### src/rtl/if_stage_ctrl.sv
// Instruction-fetch stage: PC register, IF/ID register, one-outstanding imem port and a one-entry skid buffer.
// Optional IF_PERF_CNT_EN adds saturating stall/flush cycle counters (stall_cnt_o, flush_cnt_o).
module if_stage_ctrl #(
  parameter int                 XLEN      = 32,
  parameter logic [XLEN-1:0]    RESET_PC  = '0,
  parameter logic [31:0]        NOP_INSTR = 32'h0000_0013
) (
  input  logic            clk,
  input  logic            rst_n,
  input  logic            stall_i,
  input  logic            flush_i,
  input  logic [XLEN-1:0] redirect_pc_i,
  output logic            imem_req_o,
  output logic [XLEN-1:0] imem_addr_o,
  input  logic [31:0]     imem_rdata_i,
  input  logic            imem_rvalid_i,
  output logic [XLEN-1:0] pc_o,
  output logic [XLEN-1:0] if_id_pc_o,
  output logic [31:0]     if_id_instr_o,
  output logic            if_id_valid_o,
  output logic [1:0]      fsm_state_o
`ifdef IF_PERF_CNT_EN
  ,
  output logic [31:0]     stall_cnt_o,
  output logic [31:0]     flush_cnt_o
`endif
);

  typedef enum logic [1:0] {
    ST_BOOT = 2'd0,
    ST_REQ  = 2'd1,
    ST_DROP = 2'd2
  } state_e;

  localparam logic [XLEN-1:0] PC_STEP = XLEN'(4);

  state_e          state_q, state_d;
  logic [XLEN-1:0] pc_q, pc_d;
  logic [XLEN-1:0] redir_q, redir_d;
  logic            buf_valid_q, buf_valid_d;
  logic [XLEN-1:0] buf_pc_q, buf_pc_d;
  logic [31:0]     buf_instr_q, buf_instr_d;
  logic            if_id_valid_q, if_id_valid_d;
  logic [XLEN-1:0] if_id_pc_q, if_id_pc_d;
  logic [31:0]     if_id_instr_q, if_id_instr_d;

  logic req;
  logic accept;

  // imem handshake: req is held with a stable address until rvalid; a response is
  // consumed in exactly the cycle where req && rvalid (rvalid may coincide with req).
  assign req    = ((state_q == ST_REQ) && !buf_valid_q) || (state_q == ST_DROP);
  assign accept = req && imem_rvalid_i;

  assign imem_req_o    = req;
  assign imem_addr_o   = pc_q;
  assign pc_o          = pc_q;
  assign if_id_pc_o    = if_id_pc_q;
  assign if_id_instr_o = if_id_instr_q;
  assign if_id_valid_o = if_id_valid_q;
  assign fsm_state_o   = state_q;

  always_ff @(posedge clk or negedge rst_n) begin
    if (!rst_n) begin
      state_q       <= ST_BOOT;
      pc_q          <= RESET_PC;
      redir_q       <= '0;
      buf_valid_q   <= 1'b0;
      buf_pc_q      <= '0;
      buf_instr_q   <= NOP_INSTR;
      if_id_valid_q <= 1'b0;
      if_id_pc_q    <= '0;
      if_id_instr_q <= NOP_INSTR;
    end else begin
      state_q       <= state_d;
      pc_q          <= pc_d;
      redir_q       <= redir_d;
      buf_valid_q   <= buf_valid_d;
      buf_pc_q      <= buf_pc_d;
      buf_instr_q   <= buf_instr_d;
      if_id_valid_q <= if_id_valid_d;
      if_id_pc_q    <= if_id_pc_d;
      if_id_instr_q <= if_id_instr_d;
    end
  end

  always_comb begin
    state_d       = state_q;
    pc_d          = pc_q;
    redir_d       = redir_q;
    buf_valid_d   = buf_valid_q;
    buf_pc_d      = buf_pc_q;
    buf_instr_d   = buf_instr_q;
    if_id_valid_d = if_id_valid_q;
    if_id_pc_d    = if_id_pc_q;
    if_id_instr_d = if_id_instr_q;

    if (flush_i) begin
      if_id_valid_d = 1'b0;
      if_id_pc_d    = redirect_pc_i;
      if_id_instr_d = NOP_INSTR;
      buf_valid_d   = 1'b0;
      // An unanswered request must keep its address, so the target is parked in redir_q.
      if (req && !accept) begin
        state_d = ST_DROP;
        redir_d = redirect_pc_i;
      end else begin
        pc_d    = redirect_pc_i;
        state_d = ST_REQ;
      end
    end else begin
      case (state_q)
        ST_BOOT: state_d = ST_REQ;
        ST_DROP: begin
          if (accept) begin
            pc_d    = redir_q;
            state_d = ST_REQ;
          end
        end
        ST_REQ: begin
          if (!stall_i) begin
            if (accept) begin
              if_id_valid_d = 1'b1;
              if_id_pc_d    = pc_q;
              if_id_instr_d = imem_rdata_i;
              pc_d          = pc_q + PC_STEP;
            end else if (buf_valid_q) begin
              if_id_valid_d = 1'b1;
              if_id_pc_d    = buf_pc_q;
              if_id_instr_d = buf_instr_q;
              buf_valid_d   = 1'b0;
            end else begin
              if_id_valid_d = 1'b0;
              if_id_instr_d = NOP_INSTR;
            end
          end else if (accept) begin
            // req is only high with an empty buffer, so this capture never overwrites.
            buf_valid_d = 1'b1;
            buf_pc_d    = pc_q;
            buf_instr_d = imem_rdata_i;
            pc_d        = pc_q + PC_STEP;
          end
        end
        default: state_d = ST_BOOT;
      endcase
    end
  end

`ifdef IF_PERF_CNT_EN
  logic [31:0] stall_cnt_q;
  logic [31:0] flush_cnt_q;

  always_ff @(posedge clk or negedge rst_n) begin
    if (!rst_n) begin
      stall_cnt_q <= '0;
      flush_cnt_q <= '0;
    end else begin
      if (stall_i && !flush_i && (stall_cnt_q != 32'hFFFF_FFFF))
        stall_cnt_q <= stall_cnt_q + 32'd1;
      if (flush_i && (flush_cnt_q != 32'hFFFF_FFFF))
        flush_cnt_q <= flush_cnt_q + 32'd1;
    end
  end

  assign stall_cnt_o = stall_cnt_q;
  assign flush_cnt_o = flush_cnt_q;
`endif

endmodule

### config.mk
export PLATFORM = sky130hd
export DESIGN_NAME = if_stage_ctrl
export DESIGN_NICKNAME = d
export VERILOG_FILES = /design/src/rtl/if_stage_ctrl.sv
export SDC_FILE = /design/constraint.sdc
export NUM_CORES = 1
export LEC_CHECK = 0
export CORE_MARGIN = 1.5
export CORE_UTILIZATION = 50
export DETAILED_ROUTE_END_ITERATION = 7
export GPL_TIMING_DRIVEN = 0
export PLACE_DENSITY = 0.83
export SYNTH_ARGS = -nofsm -noshare
export SYNTH_HDL_FRONTEND = slang
export SYNTH_SLANG_ARGS = --single-unit
export TNS_END_PERCENT = 50
### constraint.sdc
create_clock -name clk -period 3 [get_ports clk]
set_input_delay 0.6 -clock clk [delete_from_list [all_inputs] [get_ports clk]]
set_output_delay 0.6 -clock clk [all_outputs]
set_load 0.02 [all_outputs]
==> out/qor.csv, run 1 <==
stage;metric;value;unit
run_status;status;finished, final reports clean;
detailed_routing;vias per cell;6.07;
power_and_ir_drop;Leak Pwr;5.33;nW
floorplanning;Die Width;140;um
yosys;mapped cell area;0.00945;mm2
setup_path;R2R depth;6;
setup_path;Crit Path Class;in2reg;
cts;TritonCTS buffer count;17;
yosys;synthesized instance count;874;
detailed_routing;Post-Route WL;27800;um
place;Setup Slack @ Placement;-0.260;ns
setup_path;Critical Path RT;3.36;ns
place;dpl cells;1309;
setup_path;reg-to-reg slack, setup;0.46;ns
timing;Max Slew Vio Count;0;
yosys;post-synthesis register bit count;196;
setup_path;Worst setup endpoint;if_id_pc_o[29];
timing;unrepaired setup endpoints after global routing;no;
detailed_routing;Top Metal Used;met4;
setup_path;Critical Path Source;flush_i;
cts;CTS Hold Bufs;0;
setup_path;Buf+Inv Stages, Crit Path;5;
yosys;Post-synth top cells;190 x dfrtp_1, 94 x mux2_2, 81 x o21ai_0;
yosys;Synth cell types;62;
cts;Clock Sinks;196;
timing;fin crit share;0.972;
yosys;asr flop ratio synth;1.00;
floorplanning;Core Region;0.0186;mm2
global_routing;first-pass GRT wire length;44300;um
global_routing;GRT Total Usage;0.290;
setup_path;slowest cell delay on critical path;0.57;ns
yosys;Syn Area/Cell;10.8;um2
setup_path;ordered list of cells on the worst path;clkdlybuf4s50_1 > buf_6 > clkbuf_1 > buf_1 > clkbuf_1 > a22oi_1 > o21ai_0;
place;port bufs;200;
detailed_routing;post-route ant nets;0;
timing;Peak Freq;343;MHz
cts;PostCTS Resize Cnt;0;
setup_path;CP Data Arrival Time;3.28;ns
global_routing;largest net degree at the start of global routing;101;
cts;Post-CTS Setup Inserts;0;
yosys;syn_nets;944;
floorplanning;die area;0.0197;mm2
cts;H-tree Lvls;4;
setup_path;critical path's most frequent cell;clkbuf_1;
setup_path;Crit-path slowest cell;clkdlybuf4s50_1;
cts;Worst-path clk slew;0.08;ns
global_routing;vias in the first global route;8180;
power_and_ir_drop;Max VDD drop;0.543;mV
timing;hold slack;0.157;ns
place;dpl cell area;0.0118;mm2
cells_and_area;final std cells w/o fill;1341;
power_and_ir_drop;total chip power;11.2;mW
yosys;Synth area leaders;dfrtp_1 50%, mux2_2 11%, o21ai_0 4.3%;
timing;setup ws final;0.0835;ns
flow_run;max-cap viol count;0;
cts;Skew-Pair Late Insertion Delay;0.44;ns
detailed_routing;first-iteration detailed-routing DRC count;813;
yosys;most common cell in the netlist;dfrtp_1;
detailed_routing;via count;8135;
cells_and_area;share of layout cells above drive strength 1;0.183;
detailed_routing;# DRC;0;
detailed_routing;drt pass-1 iters;6;
place;Final HPWL DP;19300;um
yosys;most common flop cell mapped by yosys;dfrtp_1;
setup_path;worst flop-to-flop path endpoint;imem_addr_o[30];
cells_and_area;Core Util, Final;0.663;
cells_and_area;Area growth, synth to finish;30.8;%
setup_path;Worst setup SP type;input port;
global_routing;initial antenna violation count;0;
yosys;yosys warns;0;
yosys;cell taking the most area after synthesis;dfrtp_1;
detailed_routing;wire length on met3;2310;um
timing;setup_tns;0;ns
setup_path;WP depth;7;
timing;Tightest Pin Transition;0.911;ns
detailed_routing;Routed met1 length;11200;um
timing;final setup vio count;0;
floorplanning;Starting Density;0.507;
yosys;sequential area share after synthesis;0.520;
setup_path;crit path max fanout;10;
cts;Clock Tree Root;clkbuf_16;
setup_path;top cell family by delay on the critical path;buffers and inverters;
timing;Slew HR;0.390;
detailed_routing;met2 WL;13100;um
cts;maximum buffer depth of the clock tree;2;
cells_and_area;nets@finish;1164;
worst_hold_path;Hold Crit Class;in2async;
place;Final GP Congestion;0.924;
power_and_ir_drop;Power Dens Cells;904;mW/mm2
cts;CTS tree;built;
global_routing;GR Overflow Total;0;
setup_path;CP Capture Type;register;
floorplanning;IO Count;201;
timing;final hold vios;0;
floorplanning;Die Ht;140;um
timing;crit path time final;2.92;ns
yosys;number of synthesized flops with an enable pin;0;
cells_and_area;antenna cell count;0;
yosys;top-area cell type share of the netlist area;0.503;
cells_and_area;cell area after layout;0.0124;mm2
detailed_routing;drt wl/cell;20.7;um
floorplanning;Row Count;50;
timing;clk_skew;0.00784;ns
setup_path;R2R Path Start;fsm_state_o[1];
[cell usage in the layout (no fill, tap or decap), types with 5 or more instances in the layout]
cell type        count
dfstp_2              6
a21oi_1             47
nand3_1             12
nor3_1              11
clkbuf_16           17
a22o_1               8
nor2_1              39
a221oi_1            11
inv_8                6
and3_1              31
o22ai_1              5
clkdlybuf4s50_1    199
nand2_1             66
mux2_2              94
nor4_1               5
buf_4               35
nand4_1             11
a31oi_1              7
dfrtp_1            190
o211ai_1            12
o21ai_1              7
buf_2               23
clkbuf_1            38
o21ai_0             81
mux2i_1             34
a22oi_1             35
[routing by layer]
layer	GRT usage	up-vias
li1	-	3628
met1	0.371	4040
met5	0	-
met3	0.0711	88
met2	0.462	379
met4	0.144	0
[worst min-delay path by stage]
stage / endpoint / slack [ns]
5_1_grt: if_id_pc_o[28] / 0.24
3_3_place_gp: if_id_instr_o[22] / 0.46
4_1_cts: if_id_pc_o[27] / 0.21
3_5_place_dp: if_id_instr_o[22] / 0.47
6_report: if_id_pc_o[27] / 0.16
2_1_floorplan: buf_instr_q[10] / 0.30
[sequential cells by signal, summed over array words and instances, names as in the netlist]
| signal | count |
|---|---|
| buf_pc_q | 32 |
| if_id_pc_o | 32 |
| if_id_instr_o | 32 |
| buf_instr_q | 32 |
| imem_addr_o | 32 |
| if_id_valid_o | 1 |
| redir_q | 32 |
| fsm_state_o | 2 |
| buf_valid_q | 1 |
[report_power, final]
group,internal [mW],switching (mW)
combinational,2.28,2.25
sequential,3.58,0.789
clock,1.12,1.15
[final cells by class]
type	count	area, um2
fill	1418	6290
sequential	196	4910
multi-input combinational	575	3980
timing repair buffer	201	2030
buffer	100	543
clock buffer	17	425
tap	234	293
clock inverter	15	154
inverter	3	11.3
[cell families (layout without fill, tap and decap cells)]
group,Yosys count,after routing,share of synthesized area
flops,196,196,0.520
fa+ha+maj,1,1,0.00132
mux,128,128,0.148
simple gates,206,206,0.113
compound gates,240,240,0.159
buf+inv,103,336,0.0587
Note: power is estimated with default switching activity, not from simulation.
==> inputs of run 2 (changes only) <==
--- a/config.mk
+++ b/config.mk
@@ -13,4 +13,3 @@
 export SYNTH_ARGS = -nofsm -noshare
 export SYNTH_HDL_FRONTEND = slang
 export SYNTH_SLANG_ARGS = --single-unit
-export TNS_END_PERCENT = 50
==> results of run 2 <==
No change in the layout: final DEF, timing and power equal those of run 1.
